===== config.mk =====
export PLATFORM = sky130hd
export DESIGN_NAME = load_sched_ctrl
export DESIGN_NICKNAME = d
export VERILOG_FILES = /design/src/rtl/load_sched_ctrl.sv
export SDC_FILE = /design/constraint.sdc
export NUM_CORES = 1
export LEC_CHECK = 0
export BUFFER_PORTS_ARGS = -buffer_cell sky130_fd_sc_hd__buf_4
export CELL_PAD_IN_SITES_DETAIL_PLACEMENT = 0
export CELL_PAD_IN_SITES_GLOBAL_PLACEMENT = 1
export CORE_ASPECT_RATIO = 0.8
export CORE_MARGIN = 1
export CORE_UTILIZATION = 45
export CTS_BUF_LIST = sky130_fd_sc_hd__clkbuf_8 sky130_fd_sc_hd__clkbuf_16
export DETAILED_ROUTE_END_ITERATION = 8
export GPL_TIMING_DRIVEN = 0
export PLACE_DENSITY_LB_ADDON = 0.1
export SETUP_SLACK_MARGIN = 0.15
export SLEW_MARGIN = 25
export SYNTH_ARGS = -nofsm -noshare
export SYNTH_HDL_FRONTEND = slang
export SYNTH_SLANG_ARGS = --single-unit

===== constraint.sdc =====
create_clock -name clk -period 3.19 [get_ports clk]
set_clock_uncertainty 0.1 [all_clocks]
set_input_delay 0.319 -clock clk [delete_from_list [all_inputs] [get_ports clk]]
set_output_delay 0.319 -clock clk [all_outputs]
set_load 0.005 [all_outputs]

===== src/rtl/load_sched_ctrl.sv =====
// Purpose : sequences a loadable up counter through a programmable schedule of reload values.
// Latency : LOAD one cycle after start; each entry v takes 2 + TERM - v cycles; done one cycle after last terminal count.
// Backpr. : none; start/cfg_we are simply ignored outside IDLE, abort wins over everything.
//
// Ports:
//   clk, rst            rising-edge clock, asynchronous active-low reset
//   cfg_we/addr/data    schedule write port (accepted in IDLE only)
//   last_idx            final schedule index to run, captured on start
//   start, abort, stop  sequence control (stop only matters with looping)
//   q                   counter value fed back from the counter
//   load, I             counter load strobe and load value
//   busy, done, slot    status: running, one-cycle completion pulse, entry in progress
//
// Build option: define LOAD_SCHED_LOOP_EN to repeat the schedule until stop is seen.
module load_sched_ctrl #(
    parameter int WIDTH  = 4,
    parameter int ADDR_W = 2
) (
    input  logic              clk,
    input  logic              rst,
    input  logic              cfg_we,
    input  logic [ADDR_W-1:0] cfg_addr,
    input  logic [WIDTH-1:0]  cfg_data,
    input  logic [ADDR_W-1:0] last_idx,
    input  logic              start,
    input  logic              abort,
    input  logic              stop,
    input  logic [WIDTH-1:0]  q,
    output logic              load,
    output logic [WIDTH-1:0]  I,
    output logic              busy,
    output logic              done,
    output logic [ADDR_W-1:0] slot
);

    localparam int              DEPTH = 2 ** ADDR_W;
    localparam logic [WIDTH-1:0] TERM = {WIDTH{1'b1}};

    typedef enum logic [1:0] {
        S_IDLE = 2'd0,
        S_LOAD = 2'd1,
        S_RUN  = 2'd2,
        S_DONE = 2'd3
    } state_t;

    state_t            state_q, state_d;
    logic [ADDR_W-1:0] slot_q, slot_d;
    logic [ADDR_W-1:0] last_q;
    logic [WIDTH-1:0]  sched_q [DEPTH];
    logic              stop_eff;

`ifdef LOAD_SCHED_LOOP_EN
    // An early stop pulse is remembered until the sequence returns to IDLE,
    // so the caller need not time it to the end-of-schedule boundary.
    logic stop_seen_q;

    always_ff @(posedge clk or negedge rst) begin
        if (!rst) begin
            stop_seen_q <= 1'b0;
        end else if (state_d == S_IDLE) begin
            stop_seen_q <= 1'b0;
        end else if (stop && (state_q == S_LOAD || state_q == S_RUN)) begin
            stop_seen_q <= 1'b1;
        end
    end

    assign stop_eff = stop | stop_seen_q;
`else
    // Single-pass build: the end of the schedule always finishes the sequence.
    logic unused_stop;
    assign unused_stop = stop;
    assign stop_eff    = 1'b1;
`endif

    always_comb begin
        state_d = state_q;
        slot_d  = slot_q;
        if (abort) begin
            // slot is deliberately kept so software can see where it stopped
            state_d = S_IDLE;
        end else begin
            case (state_q)
                S_IDLE: begin
                    if (start) begin
                        state_d = S_LOAD;
                        slot_d  = '0;
                    end
                end
                S_LOAD: state_d = S_RUN;
                S_RUN: begin
                    if (q == TERM) begin
                        if (slot_q != last_q) begin
                            slot_d  = slot_q + 1'b1;
                            state_d = S_LOAD;
                        end else if (stop_eff) begin
                            state_d = S_DONE;
                        end else begin
                            slot_d  = '0;
                            state_d = S_LOAD;
                        end
                    end
                end
                S_DONE:  state_d = S_IDLE;
                default: state_d = S_IDLE;
            endcase
        end
    end

    always_ff @(posedge clk or negedge rst) begin
        if (!rst) begin
            state_q <= S_IDLE;
            slot_q  <= '0;
            last_q  <= '0;
        end else begin
            state_q <= state_d;
            slot_q  <= slot_d;
            if (state_q == S_IDLE && start && !abort) begin
                last_q <= last_idx;
            end
        end
    end

    // Schedule is only writable while idle so a running sequence sees stable values.
    always_ff @(posedge clk or negedge rst) begin
        if (!rst) begin
            for (int i = 0; i < DEPTH; i++) begin
                sched_q[i] <= '0;
            end
        end else if (state_q == S_IDLE && cfg_we) begin
            sched_q[cfg_addr] <= cfg_data;
        end
    end

    // All outputs decode registered state, so reset clears them without a clock edge.
    assign load = (state_q == S_LOAD);
    assign busy = (state_q == S_LOAD) || (state_q == S_RUN);
    assign done = (state_q == S_DONE);
    assign slot = slot_q;
    assign I    = sched_q[slot_q];

endmodule


==> results_dict.tcl <==
set metrics [dict create \
    hp-class "in2reg" \
    synthArstFlopShare_pct 100.0 \
    end_kind "output port" \
    place.gp.congestion 0.6727 \
    hold_start "last_idx[1]" \
    dieArea_mm2 0.002800 \
    area_growth_pct 24.36 \
    clockBufferDepth 2 \
    critPathLaunchType "flip-flop" \
    synth_top_family_by_area "multiplexers" \
    cts_buffers 3 \
    status "finished, final reports clean" \
    p_leak_nw 0.6590 \
    layout_common_cells "buf_4 (26), dfrtp_1 (22), mux2_2 (18), mux4_1 (4), ha_1 (4)" \
    slew_violations 0 \
    clk_pin_slew_worst_paths_ps 70 \
    worst-setup-path-type "reg2out" \
    grt-ovfl-total 0 \
    antenna_found_initial 0 \
    setup_tns_ps 0 \
    whs_path_depth 2 \
    fp.dieH_um 47.53 \
    yosys_warnings 0 \
    max_cap_viol_count 0 \
    setup_violations 0 \
    synth_xor_area_share_pct 2.790 \
    core_region_area_mm2 0.002442 \
    ir_worst_vdd_mv 0.3473 \
    rsz0062_at_grt "no" \
    clock_latency_ps 260 \
    reg2reg_to "sched_q[6]$_DFFE_PN0P_" \
    drt_iter0_drc 7 \
    cp.arrival_ps 1490 \
    initial_utilization_pct 47.75 \
    cts_tree "done" \
    synth_mux_area_share_pct 28.54 \
    hold_end "last_q[1]$_DFFE_PN0P_" \
    post_cts_buffers 0 \
    synth_seq_area_share_pct 47.21 \
    syn_inst 80 \
    finalCritPeriodShare_pct 59.86 \
    post_route_cells_drive_above_1_share_pct 53.21 \
    rr_worst_depth 7 \
    synth_compound_area_share_pct 3.648 \
    io_buffers 25 \
    ctsHoldBuffers 1 \
    avgSynthCellArea_um2 14.58 \
    syn_nets 102 \
    cts-htree-levels 1 \
    ys_seq_elements 22 \
    synth_area_mm2 0.001166 \
    antenna_cells 0 \
    layout_commonest_cell "buf_4" \
    routedWlPerCell_um 14.28 \
    yosysUniqueCellTypes 27 \
    fill_cells 205 \
    power.density_mw_per_mm2 766.5 \
    dp_hpwl_um 1602 \
    drc 0 \
    synthFlopType "dfrtp_1" \
    place_ws_ps 1389 \
    period_minus_slack_ps 1910 \
    cts_root_buf "clkbuf_8" \
    r2r-start "state_q[0]$_DFFE_PN0P_" \
    yosys.area_share.simple_pct 9.979 \
    cts_num_sinks 22 \
    synth_fa_ha_area_share_pct 4.292 \
    grt.total_usage_pct 16.33 \
    grt_pass1_vias 669 \
    worst_slew_margin_rel_pct 79.79 \
    fmax_mhz 523.7 \
    rows 16 \
    die_w_um 58.92 \
    routed-via-count 758 \
    post_cts_resized 0 \
    final_nets 133 \
    synth_edf_count 0 \
    wirelength_um 2070 \
    grt_max_degree 23 \
    postRouteAntennaNets 0 \
    grt_first_pass_wirelength_um 3125 \
    r2r_slack_ps 1350 \
    utilization_pct 59.38 \
    pin_count 27 \
    firstDrtPassIters 3 \
    via_per_inst 5.228 \
    hold_viol_final 0 \
    tightest_slew_ps 302.2 \
    worstPathRequired_ps 2770 \
    setup_slack_ps 1280 \
    crit_fanout 8 \
]
-- flip-flops by register name, summed over array words and instances, names as in the netlist --
register	count
last_q	2
sched_q	16
slot	2
state_q	2
-- kinds of logic after synthesis --
| logic type | count (synthesis) |
|---|---|
| buf+inv | 6 |
| compound gates | 5 |
| xor+xnor | 2 |
| fa+ha+maj | 4 |
| simple gates | 17 |
| mux | 24 |
| flops | 22 |
-- where the power goes --
| part | internal, W | leakage [nW] | switching [W] | total, W |
|---|---|---|---|---|
| combinational | 0.000301 | 0.371 | 0.000168 | 0.000470 |
| sequential | 0.000408 | 0.266 | 0.0000702 | 0.000478 |
| clock | 0.0000840 | 0.0216 | 0.0000793 | 0.000163 |
-- routing by layer --
| layer | wire length [µm] | vias to the layer above | share of wire [%] | GRT usage, % |
|---|---|---|---|---|
| met3 | 68 | 2 | 3.3 | 5.676 |
| met5 | 0 | - | 0 | 0 |
| li1 | - | 362 | - | - |
| met1 | 959 | 381 | 46 | 19.76 |
| met2 | 1030 | 13 | 50 | 28.64 |
| met4 | 11 | 0 | 0.53 | 4.286 |
-- layout make-up --
class                           instances  area [µm²]  area share, %
Buffer                                  3       30.03          2.071
Multi-Input combinational cell         52       574.3          39.60
Timing Repair Buffer                   26       197.7          13.63
Sequential cell                        22       550.5          37.96
Inverter                                3       11.26         0.7765
Tap cell                               36       45.04          3.106
Clock buffer                            3       41.29          2.847
-- synthesized netlist by cell type, drive strengths merged (2+ instances only) --
cell   count  area share (%)
dfrtp     22              47
nor3       2             1.8
mux4       4             9.0
nand4      2             1.1
mux2      19              19
inv        3            0.97
nor2       2            0.86
buf        3             2.6
xnor2      2             2.8
ha         4             4.3
nand3      4             2.6
nand2      3            0.97
-- worst max-delay path by stage --
stage	startpoint	end	cells past startpoint	slack, ps
after floorplan	state_q[1]$_DFFE_PN0P_	slot[0]$_DFFE_PN0P_	7	1560
after global placement	state_q[0]$_DFFE_PN0P_	sched_q[6]$_DFFE_PN0P_	7	1430
after detailed placement	state_q[0]$_DFFE_PN0P_	sched_q[6]$_DFFE_PN0P_	7	1390
after CTS	slot[0]$_DFFE_PN0P_	I[3]	3	1260
after global routing	slot[0]$_DFFE_PN0P_	I[0]	3	1210
final	slot[0]$_DFFE_PN0P_	I[3]	3	1280
-- worst max-delay path, stage by stage, from the launching register on --
cell and delay [ps]:
dfrtp_1 370, buf_6 160, mux4_1 560, buf_4 150
-- stage by stage --
stage          std cells  cell area, µm²  total power [W]  hold slack, ps
2_1_floorplan         80            1166        0.0007915          -76.59
3_3_place_gp         141            1399        0.0009409           120.2
3_5_place_dp         141            1399        0.0009581           123.8
4_1_cts              145            1450         0.001127           187.1
5_1_grt              145            1450         0.001192           189.6
6_report             145            1450         0.001112           194.8
(Power assumes the default switching activity.)
